===== config.mk =====
export PLATFORM = sky130hd
export DESIGN_NAME = sdac_sequencer
export DESIGN_NICKNAME = d
export VERILOG_FILES = /design/src/rtl/sdac_sequencer.sv
export SDC_FILE = /design/constraint.sdc
export NUM_CORES = 1
export LEC_CHECK = 0
export ABC_AREA = 1
export CAP_MARGIN = 20
export CORE_MARGIN = 2
export CORE_UTILIZATION = 51
export CTS_CLUSTER_DIAMETER = 200
export DETAILED_ROUTE_END_ITERATION = 8
export GPL_TIMING_DRIVEN = 0
export HOLD_SLACK_MARGIN = 0.02
export PLACE_DENSITY = 0.79
export SETUP_SLACK_MARGIN = 0.5
export SLEW_MARGIN = 20
export SYNTH_ARGS = -nofsm -noshare
export SYNTH_HDL_FRONTEND = slang
export SYNTH_SLANG_ARGS = --single-unit

===== constraint.sdc =====
create_clock -name clk -period 1.4 [get_ports clk]
set_input_delay 0.28 -clock clk [delete_from_list [all_inputs] [get_ports clk]]
set_output_delay 0.28 -clock clk [all_outputs]
set_load 0.005 [all_outputs]

===== src/rtl/sdac_sequencer.sv =====
// Serial DAC frame sequencer: buffers one sample, serialises it MSB-first on each rate tick.
// Latency: first SI bit one cycle after the tick; frames repeat every DIV cycles while run is high.
// Backpressure: sample_ready = !full; an empty buffer at a tick resends the last sample and pulses underrun.
module sdac_sequencer #(
  parameter int WIDTH = 12,
  parameter int DIV   = 100
) (
  input  logic             clk,
  input  logic             rst_n,
  input  logic             run,
  input  logic [WIDTH-1:0] sample_in,
  input  logic             sample_valid,
  output logic             sample_ready,
  output logic             SI,
  output logic             soc,
  output logic             en,
  output logic             busy,
  output logic             underrun
);

  localparam int CW = $clog2(DIV);
  localparam int KW = $clog2(WIDTH);
  localparam logic [CW-1:0]    CNT_MAX  = CW'(DIV - 1);
  localparam logic [KW-1:0]    K_TOP    = KW'(WIDTH - 1);
  localparam logic [WIDTH-1:0] MIDSCALE = {1'b1, {(WIDTH-1){1'b0}}};

  typedef enum logic {IDLE, SHIFT} state_t;

  state_t           state_q, state_d;
  logic [CW-1:0]    cnt_q, cnt_d;
  logic [WIDTH-1:0] hold_q, hold_d;
  logic             full_q, full_d;
  logic [WIDTH-1:0] shreg_q, shreg_d;
  logic [WIDTH-1:0] last_q, last_d;
  logic [KW-1:0]    k_q, k_d;
  logic             si_q, si_d;
  logic             soc_q, soc_d;
  logic             en_q, en_d;
  logic             underrun_q, underrun_d;

  logic             accept;
  logic             tick;
  logic [WIDTH-1:0] src;

  // Next-state logic: period counter, holding buffer and frame serialiser.
  always_comb begin
    state_d    = state_q;
    cnt_d      = cnt_q;
    hold_d     = hold_q;
    full_d     = full_q;
    shreg_d    = shreg_q;
    last_d     = last_q;
    k_d        = k_q;
    si_d       = 1'b0;
    soc_d      = 1'b0;
    en_d       = 1'b0;
    underrun_d = 1'b0;
    src        = last_q;

    accept = sample_valid && !full_q;
    tick   = run && (cnt_q == CNT_MAX);

    if (!run) begin
      cnt_d = '0;
    end else if (tick) begin
      cnt_d = '0;
    end else begin
      cnt_d = cnt_q + CW'(1);
    end

    // accept requires an empty buffer, so it never collides with a consuming tick
    if (accept) begin
      hold_d = sample_in;
      full_d = 1'b1;
    end

    case (state_q)
      IDLE: begin
        if (tick) begin
          if (full_q) begin
            src    = hold_q;
            last_d = hold_q;
            full_d = 1'b0;
          end else begin
            src        = last_q;
            underrun_d = 1'b1;
          end
          // MSB goes straight to the output register; shreg keeps the remaining bits
          shreg_d = src << 1;
          si_d    = src[WIDTH-1];
          soc_d   = 1'b1;
          en_d    = 1'b1;
          k_d     = K_TOP;
          state_d = SHIFT;
        end
      end
      SHIFT: begin
        // k_q is the index of the bit currently on SI
        if (k_q == '0) begin
          state_d = IDLE;
        end else begin
          si_d    = shreg_q[WIDTH-1];
          shreg_d = shreg_q << 1;
          k_d     = k_q - KW'(1);
          en_d    = 1'b1;
        end
      end
      default: state_d = IDLE;
    endcase
  end

  // State and registered outputs; reset aborts any frame in progress.
  always_ff @(posedge clk or negedge rst_n) begin
    if (!rst_n) begin
      state_q    <= IDLE;
      cnt_q      <= '0;
      hold_q     <= '0;
      full_q     <= 1'b0;
      shreg_q    <= '0;
      last_q     <= MIDSCALE;
      k_q        <= '0;
      si_q       <= 1'b0;
      soc_q      <= 1'b0;
      en_q       <= 1'b0;
      underrun_q <= 1'b0;
    end else begin
      state_q    <= state_d;
      cnt_q      <= cnt_d;
      hold_q     <= hold_d;
      full_q     <= full_d;
      shreg_q    <= shreg_d;
      last_q     <= last_d;
      k_q        <= k_d;
      si_q       <= si_d;
      soc_q      <= soc_d;
      en_q       <= en_d;
      underrun_q <= underrun_d;
    end
  end

  assign sample_ready = !full_q;
  assign SI           = si_q;
  assign soc          = soc_q;
  assign en           = en_q;
  assign underrun     = underrun_q;
  assign busy         = (state_q == SHIFT);

endmodule


==> flow_metrics.py <==
metrics = {
    "status": {
        "status": "finished with violations",
        "violations": "negative hold slack, negative setup slack",
    },
    "critical_path": {
        "cp-start-kind": "flop",
        "r2r_cells": 8,
        "crit_path_end_kind": "flop",
        "critPathArrivalTime_ps": 1620,
        "crit_type": "flop to flop",
        "timing.rr.start": "cnt_q[1]",
        "reg2reg_slack_ps": -20,
        "worst-path-max-fanout": 6,
        "reg2reg_to": "shreg_q[10]",
        "critPathRequiredTime_ps": 1600,
    },
    "clock_network": {
        "ctsHtreeMaxLevel": 2,
        "cts-root-buf": "clkbuf_8",
        "cts_tree": "built",
        "clkTransAtPathRegs_ps": 90,
        "clock_latency_ps": 310,
        "cts_buffers": 5,
        "cts.path.max_buffers": 2,
        "cts_num_sinks": 51,
    },
    "timing": {
        "setup_ws_ps": -17.3,
        "fin_crit_ps": 1420,
        "finClkSkew_ps": 8.68,
        "worst_pin_slew_ps": 632,
        "final-hold-violation-count": 24,
        "max_freq_mhz": 706,
        "hold-worst-slack_ps": -26.8,
        "setup-violations-final": 9,
        "slew_headroom": 0.579,
        "rsz0062_at_grt": "true",
        "tns_ps": -80.7,
        "finalMaxSlewViolations": 0,
        "fin_crit_sh": 1.01,
    },
    "power": {
        "p_comb_frac": 0.209,
        "p_clk_frac": 0.257,
        "p_sw_mw": 0.818,
        "swShare": 0.257,
        "p_seq_frac": 0.533,
        "max-vdd-ir-drop_mv": 0.877,
        "intPower_mw": 2.37,
        "p_leak_nw": 1.71,
        "finalPower_mw": 3.19,
        "cellPowerDensity_nw_per_um2": 968,
    },
    "synth": {
        "netlist_instances": 266,
        "yosysWarnings": 0,
        "ys_ff_latch": 51,
        "syn-num-nets": 285,
        "yosysUniqueCellTypes": 23,
        "syn-cell-area_um2": 2360,
        "avgSynthCellArea_um2": 8.86,
        "seq_area_frac_synth": 0.542,
    },
    "final_layout": {
        "instances_no_fill": 379,
        "fill_cells": 293,
        "syn_to_final_growth_pct": 39.8,
        "fin_nets": 345,
        "diodes": 0,
        "layout-drive-gt1-share": 0.339,
        "final_core_util": 0.746,
    },
    "drt": {
        "ant_nets": 0,
        "first_pass_iters": 4,
        "wl_um": 5860,
        "vias_per_cell": 5.41,
        "wire_per_inst_um": 15.5,
        "drt_iter0_markers": 98,
        "drc": 0,
        "vias": 2052,
    },
    "flow_run": {
        "cap_violations": 0,
    },
    "floorplanning": {
        "die_w_um": 72.0,
        "core_region_area_um2": 4410,
        "initial_utilization": 0.534,
        "die_h_um": 72.0,
        "io_pins": 22,
        "die_area_um2": 5180,
        "fp-row-count": 24,
    },
    "min_path": {
        "hold_path_class": "primary input to asynchronous set/reset pin",
    },
    "global_routing": {
        "antenna_found_initial": 0,
        "grt_max_degree": 52,
        "first_global_vias": 2097,
        "overflow": 0,
        "grt_util_all_layers": 0.237,
        "grt_pass1_wl_um": 9410,
    },
    "placed_design": {
        "port_buffers": 21,
        "place_congestion": 0.777,
        "dpl.hpwl_um": 3150,
        "dp_cells": 339,
    },
}
-- worst max-delay path, stage by stage, from the launching register on --
cell and delay [ps]:
dfrtp_1 410, ha_4 170, nand2_4 60, nor2_4 140, nand3_4 130, buf_6 170, buf_6 140, nand3_2 50
nand2_1 50
-- power groups by stage --
stage,Clock [mW],Sequential [mW],Combinational (mW)
3_3_place_gp,0,1.73,0.558
3_5_place_dp,0,1.73,0.574
6_report,0.821,1.70,0.667
4_1_cts,0.836,1.70,0.639
5_1_grt,0.899,1.72,0.729
2_1_floorplan,0,1.70,0.442
-- per-stage QoR --
stage / hold WS, ps / setup slack (ps) / cell area [um^2]
finish: -26.8 / -17.3 / 3290
global route: 18.2 / -63.4 / 3290
floorplan: -15.6 / 105 / 2450
CTS: 9.01 / 60.2 / 3160
global placement: 442 / -1430 / 2730
detailed placement: 349 / -335 / 2730
-- area by class of cell --
type | instances | area, um^2 | area share
Timing Repair Buffer | 53 | 500 | 0.152
Multi-Input combinational cell | 189 | 1170 | 0.356
Clock buffer | 8 | 80.1 | 0.0243
Inverter | 14 | 55.1 | 0.0167
Sequential cell | 51 | 1280 | 0.389
Tap cell | 52 | 65.1 | 0.0198
Buffer | 12 | 138 | 0.0418
-- what timing repair did --
action / CTS / global route
gates resized for setup: 68 / 29
setup buffers: 21 / 7
endpoints found under the hold margin: 13 / 3
endpoints found under the setup margin: 56 / 56
pin swaps: 10 / 8
gates cloned: 4 / 0
-- cell usage after synthesis (all sizes together) --
cell / instances / area [um^2]
a21oi: 2 / 10.0
a31oi: 10 / 62.6
and2: 10 / 62.6
buf: 11 / 75.1
clkbuf: 1 / 3.75
dfrtp: 50 / 1250
dfstp: 1 / 26.3
ha: 3 / 37.5
inv: 14 / 52.6
mux2: 12 / 135
nand2: 93 / 352
nand3: 24 / 125
nor2: 21 / 81.3
nor3b: 2 / 15.0
o211ai: 1 / 7.51
o21ai: 10 / 50.1
xnor2: 1 / 8.76
-- registers in the layout (all words and copies together), names as in the netlist --
signal    flops
last_q       12
underrun      1
hold_q       12
SI            1
k_q           4
cnt_q         7
en            1
soc           1
shreg_q      11
full_q        1
-- logic make-up (layout without fill, tap and decap cells) --
group / count (synthesis) / in the layout / synth area share
buffers and inverters: 26 / 87 / 0.0558
DFF: 51 / 51 / 0.542
adders and majority gates: 3 / 3 / 0.0159
AOI/OAI and AO/OA: 23 / 23 / 0.0552
xor gates and xnor gates: 1 / 1 / 0.00372
muxes: 12 / 12 / 0.0574
and+or+nand+nor: 150 / 150 / 0.270
-- worst max path at each step --
stage                        start  slack, ps  cells after the start          end
after global routing      cnt_q[0]        -60                      8   shreg_q[9]
after detailed placement       run       -330                      8  shreg_q[10]
after floorplan           cnt_q[0]        110                      8  shreg_q[10]
after global placement       rst_n      -1430                      1    hold_q[6]
after CTS                 cnt_q[0]         60                      6    last_q[6]
final                     cnt_q[1]        -20                      8  shreg_q[10]
-- cells in the final DEF, fill, tap and decap left out, types with 2 or more instances in the layout --
| cell type | count |
|---|---|
| a21oi_1 | 2 |
| a31oi_1 | 10 |
| and2_1 | 10 |
| buf_12 | 2 |
| buf_16 | 2 |
| buf_2 | 5 |
| buf_4 | 25 |
| buf_6 | 11 |
| buf_8 | 3 |
| clkbuf_1 | 3 |
| clkbuf_4 | 3 |
| clkbuf_8 | 5 |
| clkdlybuf4s50_1 | 13 |
| dfrtp_1 | 47 |
| dfrtp_2 | 3 |
| ha_4 | 2 |
| inv_1 | 6 |
| inv_2 | 7 |
| mux2_4 | 12 |
| nand2_1 | 80 |
| nand2_2 | 8 |
| nand2_4 | 4 |
| nand3_1 | 14 |
| nand3_2 | 8 |
| nand3_4 | 2 |
| nor2_1 | 17 |
| nor2_4 | 3 |
| nor3b_2 | 2 |
| o21ai_1 | 10 |
-- routing by layer --
| layer | vias up | part of all wire | track usage |
|---|---|---|---|
| met5 | - | 0 | 0 |
| met4 | 0 | 0.032 | 0.103 |
| met3 | 16 | 0.039 | 0.0583 |
| met2 | 56 | 0.51 | 0.398 |
| met1 | 1003 | 0.42 | 0.294 |
| li1 | 977 | - | - |
No activity file was read; power rests on OpenSTA's default activity.
